$ cat src/rtl/bsg_cgol_problem_sender_if.sv
// Handshake/bus bundle between the host-side problem source and the
// problem sender: parallel problem in, serialized 64-bit words out.
interface bsg_cgol_problem_sender_if #(
   parameter int board_width_p     = 16,
   parameter int max_game_length_p = 10
);
   localparam int CELLS   = board_width_p * board_width_p;
   localparam int FW_RAW  = $clog2(max_game_length_p + 1);
   localparam int FW      = (FW_RAW < 1) ? 1 : FW_RAW;

   logic [CELLS-1:0] board_i;
   logic [23:0]      start_end_i;
   logic [FW-1:0]    frames_i;
   logic             v_i;
   logic             ready_o;
   logic [63:0]      data_o;
   logic             v_o;
   logic             ready_i;
   logic             done_o;

   // Host side: presents the problem, consumes the word stream
   modport master (
      output board_i, start_end_i, frames_i, v_i, ready_i,
      input  ready_o, data_o, v_o, done_o
   );

   // Sender side
   modport slave (
      input  board_i, start_end_i, frames_i, v_i, ready_i,
      output ready_o, data_o, v_o, done_o
   );
endinterface

$ cat src/rtl/bsg_cgol_problem_sender.sv
// Captures one path-planning problem (board, start/goal, frame count) and
// serializes it as a header word followed by zero-padded board words.
module bsg_cgol_problem_sender #(
   parameter int board_width_p     = 16,
   parameter int max_game_length_p = 10
) (
   input logic                      clk_i,
   input logic                      reset_n_i,
   bsg_cgol_problem_sender_if.slave io
);
   localparam int CELLS      = board_width_p * board_width_p;
   localparam int BODY_WORDS = (CELLS + 63) / 64;
   localparam int PADW       = BODY_WORDS * 64;
   localparam int FW_RAW     = $clog2(max_game_length_p + 1);
   localparam int FW         = (FW_RAW < 1) ? 1 : FW_RAW;
   localparam int CW_RAW     = $clog2(BODY_WORDS + 1);
   localparam int CW         = (CW_RAW < 1) ? 1 : CW_RAW;

   typedef enum logic [0:0] {
      S_IDLE = 1'b0,
      S_SEND = 1'b1
   } state_e;

   state_e           r_state;
   logic [CELLS-1:0] r_board;
   logic [CW-1:0]    r_cnt;
   logic [63:0]      r_data;
   logic             r_v;
   logic             r_ready;

   logic [63:0]      w_header;
   logic [PADW-1:0]  w_padded;
   logic [63:0]      w_next_body;
   logic             w_last;

   assign w_padded = PADW'(r_board);
   assign w_last   = (r_cnt == CW'(BODY_WORDS));

   // Header word assembled straight from the inputs at acceptance
   always_comb begin
      w_header           = '0;
      w_header[23:0]     = io.start_end_i;
      w_header[24 +: FW] = io.frames_i;
   end

   // Board word following the one currently on data_o (body word r_cnt)
   always_comb begin
      w_next_body = '0;
      for (int unsigned k = 0; k < BODY_WORDS; k++) begin
         if (r_cnt == CW'(k)) w_next_body = w_padded[k*64 +: 64];
      end
   end

   // Control FSM; data_o is preloaded one word ahead so it comes only from flops
   always_ff @(posedge clk_i or negedge reset_n_i) begin
      if (!reset_n_i) begin
         r_state <= S_IDLE;
         r_board <= '0;
         r_cnt   <= '0;
         r_data  <= '0;
         r_v     <= 1'b0;
         r_ready <= 1'b1;
      end else begin
         case (r_state)
            S_IDLE: begin
               if (io.v_i && r_ready) begin
                  r_board <= io.board_i;
                  r_cnt   <= '0;
                  r_data  <= w_header;
                  r_v     <= 1'b1;
                  r_ready <= 1'b0;
                  r_state <= S_SEND;
               end
            end
            S_SEND: begin
               if (io.ready_i) begin
                  if (w_last) begin
                     r_cnt   <= '0;
                     r_data  <= '0;
                     r_v     <= 1'b0;
                     r_ready <= 1'b1;
                     r_state <= S_IDLE;
                  end else begin
                     r_cnt  <= r_cnt + 1'b1;
                     r_data <= w_next_body;
                  end
               end
            end
            default: begin
               r_state <= S_IDLE;
               r_v     <= 1'b0;
               r_ready <= 1'b1;
            end
         endcase
      end
   end

   assign io.ready_o = r_ready;
   assign io.v_o     = r_v;
   assign io.data_o  = r_data;
   assign io.done_o  = (r_state == S_SEND) && io.ready_i && w_last;

endmodule

$ cat src/flat_wrapper.sv
// flat-port wrapper written by rule: the top's interface ports become plain ports
module bsg_cgol_problem_sender_flat 
#(
   parameter int board_width_p     = 16,
   parameter int max_game_length_p = 10
)
  (clk_i, reset_n_i, io_board_i, io_start_end_i, io_frames_i, io_v_i, io_ready_i, io_ready_o, io_data_o, io_v_o, io_done_o);
  bsg_cgol_problem_sender_if #(.board_width_p(board_width_p), .max_game_length_p(max_game_length_p)) io_i ();
  input logic clk_i;
  input logic reset_n_i;
  input wire logic [$bits(io_i.board_i)-1:0] io_board_i;
  input wire logic [$bits(io_i.start_end_i)-1:0] io_start_end_i;
  input wire logic [$bits(io_i.frames_i)-1:0] io_frames_i;
  input wire logic [$bits(io_i.v_i)-1:0] io_v_i;
  input wire logic [$bits(io_i.ready_i)-1:0] io_ready_i;
  output wire logic [$bits(io_i.ready_o)-1:0] io_ready_o;
  output wire logic [$bits(io_i.data_o)-1:0] io_data_o;
  output wire logic [$bits(io_i.v_o)-1:0] io_v_o;
  output wire logic [$bits(io_i.done_o)-1:0] io_done_o;
  assign io_i.board_i = io_board_i;
  assign io_i.start_end_i = io_start_end_i;
  assign io_i.frames_i = io_frames_i;
  assign io_i.v_i = io_v_i;
  assign io_i.ready_i = io_ready_i;
  assign io_ready_o = io_i.ready_o;
  assign io_data_o = io_i.data_o;
  assign io_v_o = io_i.v_o;
  assign io_done_o = io_i.done_o;
  bsg_cgol_problem_sender #(.board_width_p(board_width_p), .max_game_length_p(max_game_length_p)) u_core (.clk_i(clk_i), .reset_n_i(reset_n_i), .io(io_i));
endmodule
$ cat config.mk
export PLATFORM = sky130hd
export DESIGN_NAME = bsg_cgol_problem_sender_flat
export DESIGN_NICKNAME = d
export VERILOG_FILES = /design/src/rtl/bsg_cgol_problem_sender_if.sv /design/src/rtl/bsg_cgol_problem_sender.sv /design/src/flat_wrapper.sv
export SDC_FILE = /design/constraint.sdc
export NUM_CORES = 1
export LEC_CHECK = 0
export ABC_CLOCK_PERIOD_IN_PS = 1900
export BUFFER_PORTS_ARGS = -buffer_cell sky130_fd_sc_hd__clkbuf_2
export CAP_MARGIN = 20
export CORE_MARGIN = 3
export CORE_UTILIZATION = 50
export CTS_BUF_LIST = sky130_fd_sc_hd__clkbuf_8
export DETAILED_ROUTE_END_ITERATION = 16
export HOLD_SLACK_MARGIN = 0.08
export MAX_ROUTING_LAYER = met4
export PLACE_DENSITY = 0.89
export SYNTH_ARGS = -nofsm -noshare
export SYNTH_HDL_FRONTEND = slang
export SYNTH_SLANG_ARGS = --single-unit
$ cat constraint.sdc
create_clock -name clk_i -period 1.9 [get_ports clk_i]
set_clock_uncertainty 0.1 [all_clocks]
set_input_delay 0.38 -clock clk_i [delete_from_list [all_inputs] [get_ports clk_i]]
set_output_delay 0.38 -clock clk_i [all_outputs]
set_load 0.005 [all_outputs]
==> results of run 1 <==
==> worst max-delay path by stage <==
stage                     from                    to  slack (ps)  cells past startpoint
6_report       u_core.r_cnt[0]  u_core.io.data_o[42]        -240                      8
5_1_grt        u_core.r_cnt[0]  u_core.io.data_o[42]        -260                      8
4_1_cts        u_core.r_cnt[1]             io_done_o        -130                      6
3_5_place_dp   u_core.r_cnt[1]  u_core.io.data_o[13]          -5                      8
3_3_place_gp   u_core.r_cnt[1]  u_core.io.data_o[28]          60                      7
2_1_floorplan  u_core.r_cnt[2]   u_core.io.data_o[0]         -30                      9
==> cell families after synthesis <==
| family | share of synthesized area, % |
|---|---|
| and+or+nand+nor | 6.37 |
| AOI/OAI and AO/OA | 13.0 |
| buffers and inverters | 5.23 |
| adders and majority gates | 0.425 |
| DFF | 55.4 |
| muxes | 19.6 |
==> final cells by class <==
cell class / instances / share of cell area, %
Sequential cell: 326 / 36.0
Multi-Input combinational cell: 752 / 28.8
Timing Repair Buffer: 746 / 27.1
Clock buffer: 66 / 4.00
Tap cell: 384 / 2.12
Inverter: 60 / 0.993
Clock inverter: 29 / 0.733
Antenna cell: 30 / 0.331
==> cell usage in the layout (no fill, tap or decap), types with 2 or more instances in the layout <==
| cell type | Yosys | layout |
|---|---|---|
| ha_4 | 0 | 4 |
| clkbuf_8 | 0 | 66 |
| and3b_2 | 0 | 3 |
| buf_4 | 23 | 48 |
| dfrtp_1 | 325 | 325 |
| a21oi_1 | 157 | 102 |
| mux2_2 | 256 | 255 |
| nor2_1 | 30 | 29 |
| o22ai_4 | 0 | 16 |
| nand2_1 | 66 | 66 |
| o22ai_2 | 0 | 18 |
| buf_8 | 0 | 4 |
| o22ai_1 | 37 | 3 |
| nand2b_1 | 36 | 36 |
| and3b_1 | 36 | 33 |
| o211ai_1 | 56 | 56 |
| buf_12 | 0 | 30 |
| and2_1 | 2 | 2 |
| a22o_1 | 36 | 35 |
| diode_2 | 0 | 30 |
| a21oi_4 | 0 | 14 |
| clkbuf_16 | 0 | 10 |
| inv_2 | 0 | 3 |
| a21oi_2 | 0 | 41 |
| inv_1 | 60 | 82 |
| o21ai_0 | 30 | 29 |
| bufinv_16 | 0 | 2 |
| buf_6 | 5 | 12 |
| buf_16 | 0 | 4 |
| dlygate4sd3_1 | 0 | 286 |
| clkbuf_2 | 0 | 352 |
==> report_power, final <==
part           leakage [nW]  internal (mW)  switching, mW
sequential             4.54           6.94              0
clock                 0.640           3.38           3.06
combinational          5.92          0.626          0.446
total                  11.1           10.9           3.50
==> timing repair <==
item	CTS	global route
hold buffers	286	0
pin swaps	4	82
setup buffers	7	22
cloned	2	16
endpoints found under the setup margin	4	66
endpoints found under the hold margin	611	0
resized for setup	32	133
==> metrics by stage <==
stage / TNS, ps / setup WS [ps] / power, mW
floorplan: -1320 / -28.6 / 7.08
global placement: 0 / 59.9 / 7.56
detailed placement: -5.42 / -5.42 / 7.57
CTS: -397 / -131 / 14.1
global route: -6740 / -262 / 14.8
finish: -4630 / -241 / 14.5
==> worst max-delay path: stages (launching register included) <==
cell and delay [ps]:
dfrtp_1 390, inv_2 70, buf_4 150, ha_4 160
or3_4 400, buf_12 170, clkbuf_16 190, o22ai_4 260
a22o_1 190
==> per-layer routing <==
layer | part of all wire, % | track usage, % | vias to the layer above
met2 | 47 | 60.5 | 1434
met1 | 31 | 38.9 | 7158
met4 | 11 | 33.4 | 0
met3 | 10 | 10.7 | 652
met5 | 0 | - | -
li1 | - | - | 5825
==> state kept, by name, indices dropped and copies added, names as in the netlist <==
| name | flops |
|---|---|
| u_core.io.v_o | 1 |
| u_core.r_cnt | 3 |
| u_core.io.data_o | 64 |
| u_core.io.ready_o | 1 |
| u_core.r_state | 1 |
| u_core.r_board | 256 |
==> results by group, run 1 <==
Layout
  – Share of cells above drive strength 1: between 40% and 50%
  – Util after Layout: 78.6%
  – Final nets: 2,232
  – Area Overhead vs Synth: 54.1%
  – Final Cell Area: 22,700 um2
  – FF/Latch Area: 8160 um2
  – Area of the multi-input gates: 6540 um2
  – Post-Layout Cell Count: 2,393
  – Fill count: 1,486

Logic synthesis
  – Syn Nets: 1,532
  – Post-synth top cells: 325 x dfrtp_1, 256 x mux2_2, 157 x a21oi_1
  – Post-Synthesis Cells: between 1,000 and 1,500
  – Number of flops mapped to enable cells by yosys: 0
  – Synth top area share: 55.2%
  – Cell with the most instances after synthesis: dfrtp_1
  – Flops & latches, synth: roughly 330
  – Sequential element share of the synthesized area: between 50% and 60%
  – Dominant cells by area after synthesis: dfrtp_1 55%, mux2_2 20%, a21oi_1 5.3%, o211ai_1 2.9%, a22o_1 2.1%
  – Yosys cell types: 25
  – Fraction of registers with async set/reset: 100%
  – Top cell type by total area after synthesis: dfrtp_1
  – YS warnings: 0
  – Predominant post-synthesis flop cell: dfrtp_1
  – Syn Area/Cell: 11.9 um2
  – Post-Syn Area: 14,700 um2

Worst setup path
  – CP max FO: 7
  – CP arrival: 2540 ps
  – Setup crit start kind: flop
  – Reg2reg end: u_core.io.data_o[42]
  – Critical path capture point type: flop
  – Worst R2R Start: u_core.r_cnt[0]
  – Reg2reg setup slack: -240 ps
  – Worst Setup Path Type: reg -> reg
  – Reg2Reg Depth: 8
  – Required time worst endpoint: 2300 ps

Run
  – Max-Cap Viols: 0

Timing
  – Hold Worst Slack: 253 ps
  – Final max-slew violation count: 0
  – Setup violators final: just under 60
  – Worst setup margin: -241 ps
  – Slew margin rel.: 69.0%
  – Final worst-path cycle share: 113%
  – Final min period: 2140 ps
  – Fmax: 467 MHz
  – RSZ-0062 raised after global routing: true
  – Worst slew pin tran: roughly 460 ps
  – Final Hold Fails: 0

Clock tree
  – Root buf cell: clkbuf_8
  – TritonCTS Buffers: 53
  – TritonCTS clock tree: yes
  – Clock Path Buffers: 3
  – Clk sinks: 326
  – Clk_lat worst skew: 570 ps
  – H-tree Lvls: 2
  – Worst-path clk slew: 70 ps

Floorplanning
  – Rows: 62
  – IO Count: 355
  – Initial Utilization: 51.0%
  – Die ar.: 31,500 um2
  – Die Wd: 178 um
  – Die Span Y: 178 um
  – Floorplan core area: 28,900 um2

Global route
  – Number of global-route vias before repair: around 16,000
  – First-pass GRT wire length: about 88 mm
  – Congestion Overflow GR: 0
  – Total GRT Usage: a little under two fifths
  – Largest net degree at the start of global routing: 62
  – Initial antenna violation count: 23

Drt
  – DR iter-0 viols: around 2,000
  – Avg WL per Cell: 28.1 um
  – DRC errors left: 0
  – First-pass detailed-route iteration total: 8
  – Final wirelength: 67.2 mm
  – Routed via count: around 15,000
  – Antenna-violating nets left: 0
  – Vias/cell: 6.30

Run status
  – Status: finished with violations
  – Failing checks: negative setup slack

Placement
  – Placed cells: between 1,500 and 2,000
  – PortBufs: 354
  – Placed Area: about 17,000 um2
  – Hpwl dp: ~28 mm
  – Gp weighted congestion: 0.924

Power
  – Worst vdd ir: between 0.5 and 0.6 mV
  – Lkg Pwr: 11.1 nW
  – Cell area power density: around 640 nW/um2

Min path
  – Worst hold path class: in -> async
Note: power is estimated with default switching activity, not from simulation.
==> inputs of run 2 (changes only) <==
--- a/config.mk
+++ b/config.mk
@@ -13,7 +13,6 @@
 export CTS_BUF_LIST = sky130_fd_sc_hd__clkbuf_8
 export DETAILED_ROUTE_END_ITERATION = 16
 export HOLD_SLACK_MARGIN = 0.08
-export MAX_ROUTING_LAYER = met4
 export PLACE_DENSITY = 0.89
 export SYNTH_ARGS = -nofsm -noshare
 export SYNTH_HDL_FRONTEND = slang
==> run 2 against run 1 <==
  * The flow still finishes with violations (negative setup slack)
  * Sequential cell count unchanged
  * Clock power is 0.6% higher
  * Final cell count shrank 0.21%
==> results by group, run 2 (synthesis results as in run 1) <==
Run status
  – Status: finished with violations
  – Failing checks: negative setup slack

Worst setup path
  – Largest stage delay, worst path: approximately 400 ps
  – Slowest CP cell: dfrtp_1
  – CP arrival: 2610 ps
  – Buf/Inv on CP: 4
  – CP max FO: 6
  – CP Capture Point: u_core.io.data_o[53]
  – Crit. Startpoint: u_core.r_cnt[1]
  – Worst Setup Path Type: reg -> reg
  – Required time worst endpoint: 2270 ps
  – Reg2reg end: u_core.io.data_o[53]
  – Setup crit start kind: flop
  – Reg2reg setup slack: -340 ps
  – CP Cell Sequence: inv_2 > buf_6 > ha_4 > buf_12 > buf_8 > and3b_1 > a21oi_2 > o22ai_4 > a22o_1
  – Critical path capture point type: flop
  – Largest delay share family, worst path: compound AO/OA/AOI/OAI gates
  – Stages on the worst setup path: 9
  – Worst R2R Start: u_core.r_cnt[1]
  – Reg2Reg Depth: 9

Drt
  – Routed via count: between 15,000 and 20,000
  – Avg WL per Cell: 29.1 um
  – DR iter-0 viols: about 2,000
  – Antenna-violating nets left: 0
  – DRC errors left: 0
  – First-pass detailed-route iteration total: 6
  – Final wirelength: 69.6 mm
  – Vias/cell: between 6 and 7

Power
  – Seq pwr share: 47.8%
  – P_sw: 3.56 mW
  – Lkg Pwr: between 10 and 15 nW
  – Cell area power density: 639 nW/um2
  – Internal: 10.9 mW
  – Combinational share of power: 7.5%
  – Switch share: 24.6%
  – Worst vdd ir: 0.546 mV
  – Clock power share: 44.7%

Layout
  – Final nets: 2,240
  – Share of cells above drive strength 1: 45.2%
  – Area Overhead vs Synth: 54.3%
  – Fill count: 1,490
  – Commonest non-fill, non-tap cell in the layout: clkbuf_2
  – Util after Layout: 78.7%
  – Most frequent cells in the layout: 352 x clkbuf_2, 325 x dfrtp_1, 286 x dlygate4sd3_1
  – Top reg by flops: u_core.r_board
  – Final Cell Area: 22,700 um2
  – Number of flip-flops in the largest register: 256
  – Post-Layout Cell Count: 2,388

Clock tree
  – H-tree Lvls: 2
  – Clk_lat worst skew: around 580 ps
  – Clock Path Buffers: 3
  – Worst-path clk slew: 80 ps
  – TritonCTS Buffers: 53
  – Root buf cell: clkbuf_8
  – TritonCTS clock tree: yes
  – Clk sinks: approximately 330

Timing
  – Setup violators final: 62
  – Final min period: 2240 ps
  – Final worst-path cycle share: 118%
  – Final max-slew violation count: 0
  – Worst setup margin: -337 ps
  – RSZ-0062 raised after global routing: true
  – Final Hold Fails: 0
  – Post-route setup TNS: -5480 ps
  – Fmax: 447 MHz
  – Hold Worst Slack: 241 ps
  – Worst slew pin tran: 699 ps
  – Slew margin rel.: 52.9%

Placement
  – Placed Area: 17,200 um2
  – Gp weighted congestion: 0.908
  – Placed cells: 1,936
  – Hpwl dp: 28.2 mm
  – PortBufs: 354

Global route
  – Congestion Overflow GR: 0
  – Largest net degree at the start of global routing: 62
  – Number of global-route vias before repair: 15,600
  – First-pass GRT wire length: 88.8 mm
  – Initial antenna violation count: 22
  – Total GRT Usage: between 30% and 40%

Floorplanning
  – Die Wd: 178 um
  – IO Count: 355
  – Die Span Y: 178 um
  – Initial Utilization: 51.0%
  – Floorplan core area: 28,900 um2
  – Die ar.: roughly 32,000 um2
  – Rows: 62

Min path
  – Worst hold path class: in -> async

Run
  – Max-Cap Viols: 0
## run 2: cell types whose count changed in the layout (fill, tap and decap cells not counted), moves of 2 or more
| cell | before | now |
|---|---|---|
| diode_2 | 30 | 17 |
| o22ai_2 | 18 | 16 |
| buf_6 | 12 | 16 |
| buf_12 | 30 | 26 |
| clkbuf_16 | 10 | 13 |
| a21oi_2 | 41 | 46 |
| a21oi_4 | 14 | 8 |
| buf_8 | 4 | 8 |
## run 2: final cells by class
| class | instances | area [um2] | area share [%] |
|---|---|---|---|
| Tap cell | 384 | 480 | 2.12 |
| Clock buffer | 66 | 908 | 4.00 |
| Sequential cell | 326 | 8160 | 35.9 |
| Inverter | 60 | 225 | 0.992 |
| Clock inverter | 29 | 166 | 0.733 |
| Timing Repair Buffer | 754 | 6250 | 27.5 |
| Multi-Input combinational cell | 752 | 6480 | 28.5 |
| Antenna cell | 17 | 42.5 | 0.187 |
## run 2: power groups by stage
stage	combinational (mW)	sequential, mW	clock (mW)
after global placement	0.487	7.07	0
after CTS	0.981	6.95	6.20
after global routing	1.14	6.94	6.81
after detailed placement	0.497	7.07	0
final	1.09	6.94	6.48
after floorplan	0.00591	7.07	0
## run 2: what timing repair did
item / in CTS / in global routing
hold buffers: 286 / 0
setup buffers: 7 / 26
gates cloned: 2 / 20
hold endpoints to repair: 611 / 0
gates resized for setup: 32 / 131
pin swaps: 4 / 89
setup endpoints to repair: 4 / 65
## run 2: worst min-delay path by stage
| stage | startpoint | end | cells after the start |
|---|---|---|---|
| after global routing | reset_n_i | u_core.r_board[82] | 2 |
| after floorplan | reset_n_i | u_core.io.data_o[0] | 0 |
| after global placement | reset_n_i | u_core.r_board[147] | 1 |
| after detailed placement | reset_n_i | u_core.r_board[146] | 1 |
| final | reset_n_i | u_core.r_board[82] | 2 |
| after CTS | io_ready_i | u_core.r_cnt[1] | 4 |
## run 2: metrics by stage
| stage | setup slack [ps] | power, mW |
|---|---|---|
| floorplan | -28.6 | 7.08 |
| global placement | 59.9 | 7.56 |
| detailed placement | -5.42 | 7.57 |
| CTS | -131 | 14.1 |
| global route | -628 | 14.9 |
| finish | -337 | 14.5 |
## run 2: layer usage
layer	routed length, um	track usage, %	vias to the layer above
li1	-	-	5824
met1	21300	38.9	7143
met2	32200	60.8	1494
met3	7910	11.4	686
met4	8110	33.1	12
met5	85	0.160	-
## run 2: worst reg2reg max path: cells and delay by family (launching register included)
family          cells  cell delay (ps)
compound gates      3              750
fa+ha+maj           1              210
buf+inv             4              500
flops               1              400
simple gates        1              190
